$ cat src/rtl/hazard_unit_pkg.sv
// Shared definitions for the pipeline hazard controller:
// FSM state encodings, the default register-specifier width and the hardwired-zero register.
// Optional build macro for the whole slice: HAZARD_PERF_EN (performance counters).
package hazard_unit_pkg;

  typedef enum logic [1:0] {
    ST_RUN      = 2'b00,
    ST_MEM_WAIT = 2'b01,
    ST_ERR      = 2'b10
  } hz_state_t;

  localparam int REG_W_DEF = 4;

  localparam logic [REG_W_DEF-1:0] ZERO_REG = 4'h0;

endpackage

$ cat src/rtl/hazard_unit_perf_counters.sv
// Free-running event counters for stall, flush and freeze cycles.
// Latency: count visible the cycle after the event; wraps at 2^32.
// Only instantiated when HAZARD_PERF_EN is defined.
module hazard_perf_counters (
  input  logic        clk,
  input  logic        rst,
  input  logic        stall_evt,
  input  logic        flush_evt,
  input  logic        freeze_evt,
  output logic [31:0] perf_stall_cnt,
  output logic [31:0] perf_flush_cnt,
  output logic [31:0] perf_freeze_cnt
);

  // One increment per asserted event cycle; natural 32-bit wrap.
  always_ff @(posedge clk) begin
    if (rst) begin
      perf_stall_cnt  <= 32'd0;
      perf_flush_cnt  <= 32'd0;
      perf_freeze_cnt <= 32'd0;
    end else begin
      if (stall_evt)  perf_stall_cnt  <= perf_stall_cnt + 32'd1;
      if (flush_evt)  perf_flush_cnt  <= perf_flush_cnt + 32'd1;
      if (freeze_evt) perf_freeze_cnt <= perf_freeze_cnt + 32'd1;
    end
  end

endmodule

$ cat src/rtl/hazard_unit.sv
// Pipeline hazard controller: load-use stall, taken-branch flush, freeze on memory wait.
// Latency: all controls combinational from state and inputs; FSM/timeout registered.
// Optional macro HAZARD_PERF_EN adds live perf counters; otherwise perf ports read 0.
module hazard_unit
  import hazard_unit_pkg::*;
#(
  parameter int REG_W       = REG_W_DEF,
  parameter int MEM_TIMEOUT = 64,
  parameter int CNT_W       = 8
) (
  input  logic             clk,
  input  logic             rst,
  input  logic [REG_W-1:0] id_rs,
  input  logic [REG_W-1:0] id_rt,
  input  logic             id_uses_rs,
  input  logic             id_uses_rt,
  input  logic             dx_memread,
  input  logic [REG_W-1:0] dx_rd,
  input  logic             ex_branch_taken,
  input  logic             mem_req,
  input  logic             mem_ready,
  output logic             pc_stall,
  output logic             ifid_stall,
  output logic             idex_bubble,
  output logic             ifid_flush,
  output logic             idex_flush,
  output logic             freeze,
  output logic             mem_timeout,
  output logic [1:0]       hz_state,
  output logic [31:0]      perf_stall_cnt,
  output logic [31:0]      perf_flush_cnt,
  output logic [31:0]      perf_freeze_cnt
);

  // Last counter value before the wait is declared timed out: the increment
  // from this value would reach MEM_TIMEOUT.
  localparam logic [CNT_W-1:0] TIMEOUT_LAST = CNT_W'(MEM_TIMEOUT - 1);

  hz_state_t        state;
  logic [CNT_W-1:0] wait_cnt;
  logic             timeout_q;

  logic freeze_c;
  logic load_use_c;
  logic flush_c;
  logic stall_c;

  // Freeze dominates, then branch flush, then load-use; flush/stall only in RUN.
  always_comb begin
    freeze_c   = 1'b0;
    load_use_c = 1'b0;
    flush_c    = 1'b0;
    stall_c    = 1'b0;
    case (state)
      ST_RUN:      freeze_c = mem_req & ~mem_ready;
      ST_MEM_WAIT: freeze_c = ~mem_ready;
      default:     freeze_c = 1'b1;
    endcase
    load_use_c = dx_memread && (dx_rd != REG_W'(ZERO_REG)) &&
                 ((id_uses_rs && (id_rs == dx_rd)) || (id_uses_rt && (id_rt == dx_rd)));
    flush_c    = (state == ST_RUN) && !freeze_c && ex_branch_taken;
    stall_c    = (state == ST_RUN) && !freeze_c && !ex_branch_taken && load_use_c;
  end

  // Memory-wait FSM with saturating wait counter and sticky timeout flag.
  always_ff @(posedge clk) begin
    if (rst) begin
      state     <= ST_RUN;
      wait_cnt  <= '0;
      timeout_q <= 1'b0;
    end else begin
      case (state)
        ST_RUN: begin
          if (mem_req && !mem_ready) begin
            state    <= ST_MEM_WAIT;
            wait_cnt <= CNT_W'(1);
          end
        end
        ST_MEM_WAIT: begin
          if (mem_ready) begin
            state    <= ST_RUN;
            wait_cnt <= '0;
          end else begin
            if (wait_cnt != '1) wait_cnt <= wait_cnt + CNT_W'(1);
            if (wait_cnt >= TIMEOUT_LAST) begin
              state     <= ST_ERR;
              timeout_q <= 1'b1;
            end
          end
        end
        ST_ERR: begin
          state <= ST_ERR;
        end
        default: begin
          state <= ST_RUN;
        end
      endcase
    end
  end

  // Everything is held low while reset is asserted.
  assign freeze      = freeze_c & ~rst;
  assign ifid_flush  = flush_c  & ~rst;
  assign idex_flush  = flush_c  & ~rst;
  assign pc_stall    = stall_c  & ~rst;
  assign ifid_stall  = stall_c  & ~rst;
  assign idex_bubble = stall_c  & ~rst;
  assign mem_timeout = timeout_q & ~rst;
  assign hz_state    = rst ? 2'b00 : state;

`ifdef HAZARD_PERF_EN
  hazard_perf_counters u_perf (
    .clk             (clk),
    .rst             (rst),
    .stall_evt       (pc_stall),
    .flush_evt       (ifid_flush),
    .freeze_evt      (freeze),
    .perf_stall_cnt  (perf_stall_cnt),
    .perf_flush_cnt  (perf_flush_cnt),
    .perf_freeze_cnt (perf_freeze_cnt)
  );
`else
  assign perf_stall_cnt  = 32'd0;
  assign perf_flush_cnt  = 32'd0;
  assign perf_freeze_cnt = 32'd0;
`endif

endmodule

$ cat config.mk
export PLATFORM = sky130hd
export DESIGN_NAME = hazard_unit
export DESIGN_NICKNAME = d
export VERILOG_FILES = /design/src/rtl/hazard_unit_pkg.sv /design/src/rtl/hazard_unit_perf_counters.sv /design/src/rtl/hazard_unit.sv
export SDC_FILE = /design/constraint.sdc
export NUM_CORES = 1
export LEC_CHECK = 0
export BUFFER_PORTS_ARGS = -buffer_cell sky130_fd_sc_hd__buf_2
export CORE_ASPECT_RATIO = 1.1
export CORE_MARGIN = 3
export CORE_UTILIZATION = 25
export CTS_CLUSTER_DIAMETER = 200
export DETAILED_ROUTE_END_ITERATION = 12
export PLACE_DENSITY = 0.59
export SLEW_MARGIN = 10
export SYNTH_ARGS = -nofsm -noshare
export SYNTH_HDL_FRONTEND = slang
export SYNTH_SLANG_ARGS = --single-unit
$ cat constraint.sdc
create_clock -name clk -period 2.4 [get_ports clk]
set_clock_uncertainty 0.2 [all_clocks]
set_input_delay 0 -clock clk [delete_from_list [all_inputs] [get_ports clk]]
set_output_delay 0 -clock clk [all_outputs]
set_load 0.005 [all_outputs]
# Word-level counts from Yosys, hierarchy flattened
# Cells that the tools add are included.
word_totals:
  register_bits: 11
  inputBits: 20
op_classes:
  n_addsub: 1
  n_lt_le_gt_ge: 1
  eq_ne: 8
  mux: 10
  bitwise_logic: 7
  n_reduce_logical: 19
op_table:
  columns: ["op", "count"]
  rows:
  - ["$mux W8", 3]
  - ["$pmux W8 S2", 1]
  - ["$logic_and A1 B1 Y1", 9]
  - ["$add A8 B1 Y8 const B", 1]
  - ["$eq A4 B4 Y1", 2]
  - ["$ge A8 B6 Y1 const B", 1]
  - ["$mux W2", 4]
  - ["$ne A8 B8 Y1 const B", 1]
  - ["$ne A3 B3 Y1 const B", 2]
  - ["$pmux W2 S3", 1]
  - ["$reduce_and A3 Y1", 2]
  - ["$and A1 B1 Y1", 5]
  - ["$reduce_bool A4 Y1", 1]
  - ["$logic_not A1 Y1", 3]
  - ["$eq A2 B1 Y1 const B", 1]
  - ["$eq A2 B2 Y1 const B", 1]
  - ["$logic_not A2 Y1", 1]
  - ["$ne A2 B1 Y1 const B", 1]
  - ["$not A1 Y1", 2]
  - ["$pmux W1 S2", 1]
  - ["$reduce_and A2 Y1", 1]
  - ["$reduce_bool A2 Y1", 1]
  - ["$logic_or A1 B1 Y1", 1]

# Depth between registers and ports, before layout
depth:
  word_depth: 8
  ltp_mapped: 6
  mapped_depth_nobuf: 5

# Least setup slack after synthesis
# No wires, ideal clock.
synth_path:
  path_kind: "register -> register"
  from: "register state[0]"
  to: "register wait_cnt[0]"
  setup_ns: 0.134
  arrival_time_ns: 1.611
  t_required_ns: 2.066
  path_slack_ns: 0.455
  stages_incl_launch_ff: 7
  path_buffers: 2
  synth_period_minus_slack_ns: 1.945
  path_cell_list: "dfxtp_1 -> buf_4 -> or3b_1 -> buf_6 -> or4_4 -> a21oi_2 -> a211oi_1"
synth_between:
  elab_chain_cells: 3
synth_lines:
  columns: ["element", "line_no", "source"]
  rows:
  - ["from (decl)", "hazard_unit.sv:39", "hz_state_t state;"]
  - ["from (signal assigned)", "hazard_unit.sv:68", "state <= ST_RUN;"]
  - ["from (signal assigned)", "hazard_unit.sv:75", "state <= ST_MEM_WAIT;"]
  - ["from (signal assigned)", "hazard_unit.sv:81", "state <= ST_RUN;"]
  - ["$eq A2 B1 Y1 or $logic_not A2 Y1 (tied branches)", "hazard_unit.sv:72", "case (state)"]
  - ["$ne A3 B3 Y1 (no line) (tied with other cells)", null, null]
  - ["$reduce_and A3 Y1 (no line)", null, null]
  - ["to (signal assigned)", "hazard_unit.sv:84", "if (wait_cnt != '1) wait_cnt <= wait_cnt + CNT_W'(1);"]
  - ["to (decl)", "hazard_unit.sv:40", "logic [CNT_W-1:0] wait_cnt;"]
# Parallel ways exist; a longest one is shown, timed or not.
# A chain may end at the register's enable or synchronous reset.

# Worst setup path in the final report
layout_path:
  from: "register wait_cnt[0]"
  to: "register state[0]"
layout_between:
  elab_chain_cells: 3
layout_lines:
  columns: ["element", "line_no", "source"]
  rows:
  - ["$ge A8 B6 Y1", "hazard_unit.sv:85", "if (wait_cnt >= TIMEOUT_LAST) begin"]
  - ["$ne A3 B3 Y1 (no line)", null, null]
  - ["$reduce_and A2 Y1 (no line)", null, null]
  - ["to (signal assigned)", "hazard_unit.sv:86", "state <= ST_ERR;"]
  - ["to (signal assigned)", "hazard_unit.sv:92", "state <= ST_ERR;"]
  - ["to (signal assigned)", "hazard_unit.sv:95", "state <= ST_RUN;"]
# Every way passes these cells.

==> metrics <==
Worst-path clk slew 0.05 ns; final wirelength 2.572 mm; Longest Clk Path Bufs 2; Die X 80.17 µm; Crit Path Max Fanout 6; total CTS buffers 3; reg2reg path depth 6; Root Buffer clkbuf_8; area of the multi-input gates 873.3 µm²; clk sinks 11; Via Count 1072; fmax 438.5 MHz; R2R Setup Slk 0.12 ns; die height 87.59 µm; n_diodes 0; sequential element share of the synthesized area 0.1456; FF-to-FF End state[0]$_SDFFE_PP0P_; Worst Hold Slack approximately 0.12 ns; run status complete, no violations; # setup viols final 0; async set-or-reset flop fraction in the synthesized netlist 0; filler cell count between 600 and 700; Max Cap Viol 0; most area-consuming cells after synthesis buf_4, dfxtp_1, xor2_1; die area 7021 µm²; unrepaired setup endpoints after global routing no; post-synth cell types approximately 40; DRT antenna net count 0; prevailing post-synth register cell dfxtp_1; placed wire-length estimate 2.122 mm; critical path cell sequence ha_2, and3_1, a311oi_2, mux2i_1, nor4_1, dlygate4sd3_1; HP Class in2out; setup tns final 0 ns; DRC viols 0; CTS tree built; Synth Cell Area between 1500 and 2000 µm²; CP max stage cell dlygate4sd3_1; CP delay by family, top buffers and inverters; Register Area roughly 220 µm²; FP Rows 29; hold depth 3; CP max stage delay 0.58 ns; Area Growth Syn to Fin -5.872%; syn avg cell area 7.838 µm²; routability cong. 0.7885; count leader, synth buf_4; area leader, netlist buf_4; initial antenna violation count 0; Post-synth EDFFs 0; Global Route Usage Sum 0.06294; #FFs+latches synth 11; crit path kind reg2reg; static leakage 0.7166 nW; synth cell count leaders buf_4, dfxtp_1, nor3_1; share of layout cells above drive strength 1 0.1727; DR pass1 iterations 4; Synth top area share 0.4963; Nets 242; Initial Utilization 0.2606; Buffers on Ports 28; largest net degree at the start of global routing 18; HP Start ex_branch_taken; Hold Violations, Final 0; Worst Path Required about 2.4 ns; Bufs and invs on worst path 1; Top Ports 125; crit path DAT between 2 and 2.5 ns; WHS Endpoint idex_flush; Max VDD drop 0.1373 mV; fin crit period 2.280 ns; CP Launch Type flip-flop; PD cells 340.1 nW/µm²; GRT overflow 0; Vias/cell 3.609; worst slack at placement 0.3361 ns; Max Slew Vio Count 0; core area 5806 µm²; htree depth 1; first-pass GRT wire length between 3 and 4 mm; clk_lat worst skew 0.24 ns; Period Utilization, post-route 0.9501; RR Startpoint wait_cnt[0]$_SDFFE_PP0P_; DR iter-0 viols 63; YS warnings 0; Post-Synthesis Cells just under 200; worst setup margin 0.1197 ns; post-detailed-route wirelength per cell 8.660 µm; vias in the first global route about 800; Worst setup EP type flip-flop
state kept, by name (all words and copies together) (netlist names):
register / flops
timeout_q: 1
wait_cnt: 8
state: 2
logic make-up (layout without fill, tap and decap cells):
logic type,after synthesis,count (layout),synth area share
adder cells (fa/ha/maj),1,1,0.008270
buffers and inverters,107,39,0.5186
XOR/XNOR,8,8,0.04632
AND/OR/NAND/NOR,40,40,0.1663
flip-flops,11,11,0.1456
other,1,96,0.002479
AO/OA/AOI/OAI,24,24,0.1059
multiplexers,1,1,0.006617
repair_timing:
action,4_1_cts,5_1_grt
resized for setup,0,2
setup buffers,0,0
setup endpoints to repair,0,1
hold buffers,3,0
hold endpoints to repair,9,0
worst reg2reg max path: cells and delay by family, from the launching register on:
family	cells	cell delay, ns
buffers and inverters	1	0.58
adders and majority gates	1	0.24
DFF	1	0.36
and+or+nand+nor	2	0.40
AOI/OAI and AO/OA	1	0.32
muxes	1	0.12
layout make-up:
class | instances | area share
Sequential cell | 11 | 0.1547
Clock buffer | 4 | 0.03163
Tap cell | 77 | 0.06766
Multi-Input combinational cell | 170 | 0.6134
Inverter | 3 | 0.007909
Timing Repair Buffer | 32 | 0.1248
metrics by stage:
stage	area (µm²)	cells	util	power, W
2_1_floorplan	1869	288	-	0.0003792
3_3_place_gp	1340	290	0.2308	0.0002925
3_5_place_dp	1340	290	0.2308	0.0002941
4_1_cts	1415	297	0.2438	0.0004914
5_1_grt	1424	297	0.2453	0.0005212
6_report	1424	297	0.2453	0.0004843
metal layers:
metal,part of all wire,global-route usage,routed length [µm],vias to the layer above
met1,0.35,0.07196,909,494
met5,0,0,0,-
met3,0.13,0.02881,326,2
met2,0.52,0.1047,1328,68
met4,0.0027,0.01997,7,0
li1,-,-,-,508
where the power goes:
part | switching (W) | internal [W]
Sequential | 0.00000462 | 0.000186
Clock | 0.0000699 | 0.000117
Combinational | 0.0000719 | 0.0000358
worst max path at each step:
| stage | startpoint | to | slack (ns) | depth (start not counted) |
|---|---|---|---|---|
| 6_report | wait_cnt[0]$_SDFFE_PP0P_ | state[0]$_SDFFE_PP0P_ | 0.12 | 6 |
| 5_1_grt | wait_cnt[0]$_SDFFE_PP0P_ | state[0]$_SDFFE_PP0P_ | 0.003 | 6 |
| 4_1_cts | wait_cnt[0]$_SDFFE_PP0P_ | state[0]$_SDFFE_PP0P_ | 0.06 | 6 |
| 3_5_place_dp | state[0]$_SDFFE_PP0P_ | wait_cnt[0]$_SDFFE_PP0P_ | 0.34 | 4 |
| 3_3_place_gp | state[0]$_SDFFE_PP0P_ | wait_cnt[0]$_SDFFE_PP0P_ | 0.36 | 4 |
| 2_1_floorplan | state[0]$_SDFFE_PP0P_ | wait_cnt[0]$_SDFFE_PP0P_ | 0.45 | 6 |
placed cells by master (no fill, tap or decap), types with 2 or more instances in the layout:
master,instances
o21ai_1,2
a31oi_1,2
clkbuf_8,3
xnor2_1,2
nand3_1,4
a41oi_1,2
inv_1,2
o31ai_1,2
nor4_1,2
dlygate4sd3_1,3
conb_1,96
nor2b_1,3
a21oi_1,5
o21ai_0,3
dfxtp_1,11
nor3b_1,2
buf_2,28
and2_1,2
nand4_1,2
nand2b_1,2
nor3_1,10
xor2_1,6
a211oi_1,3
nor2_1,4
Power figures use the tool's default switching activity.
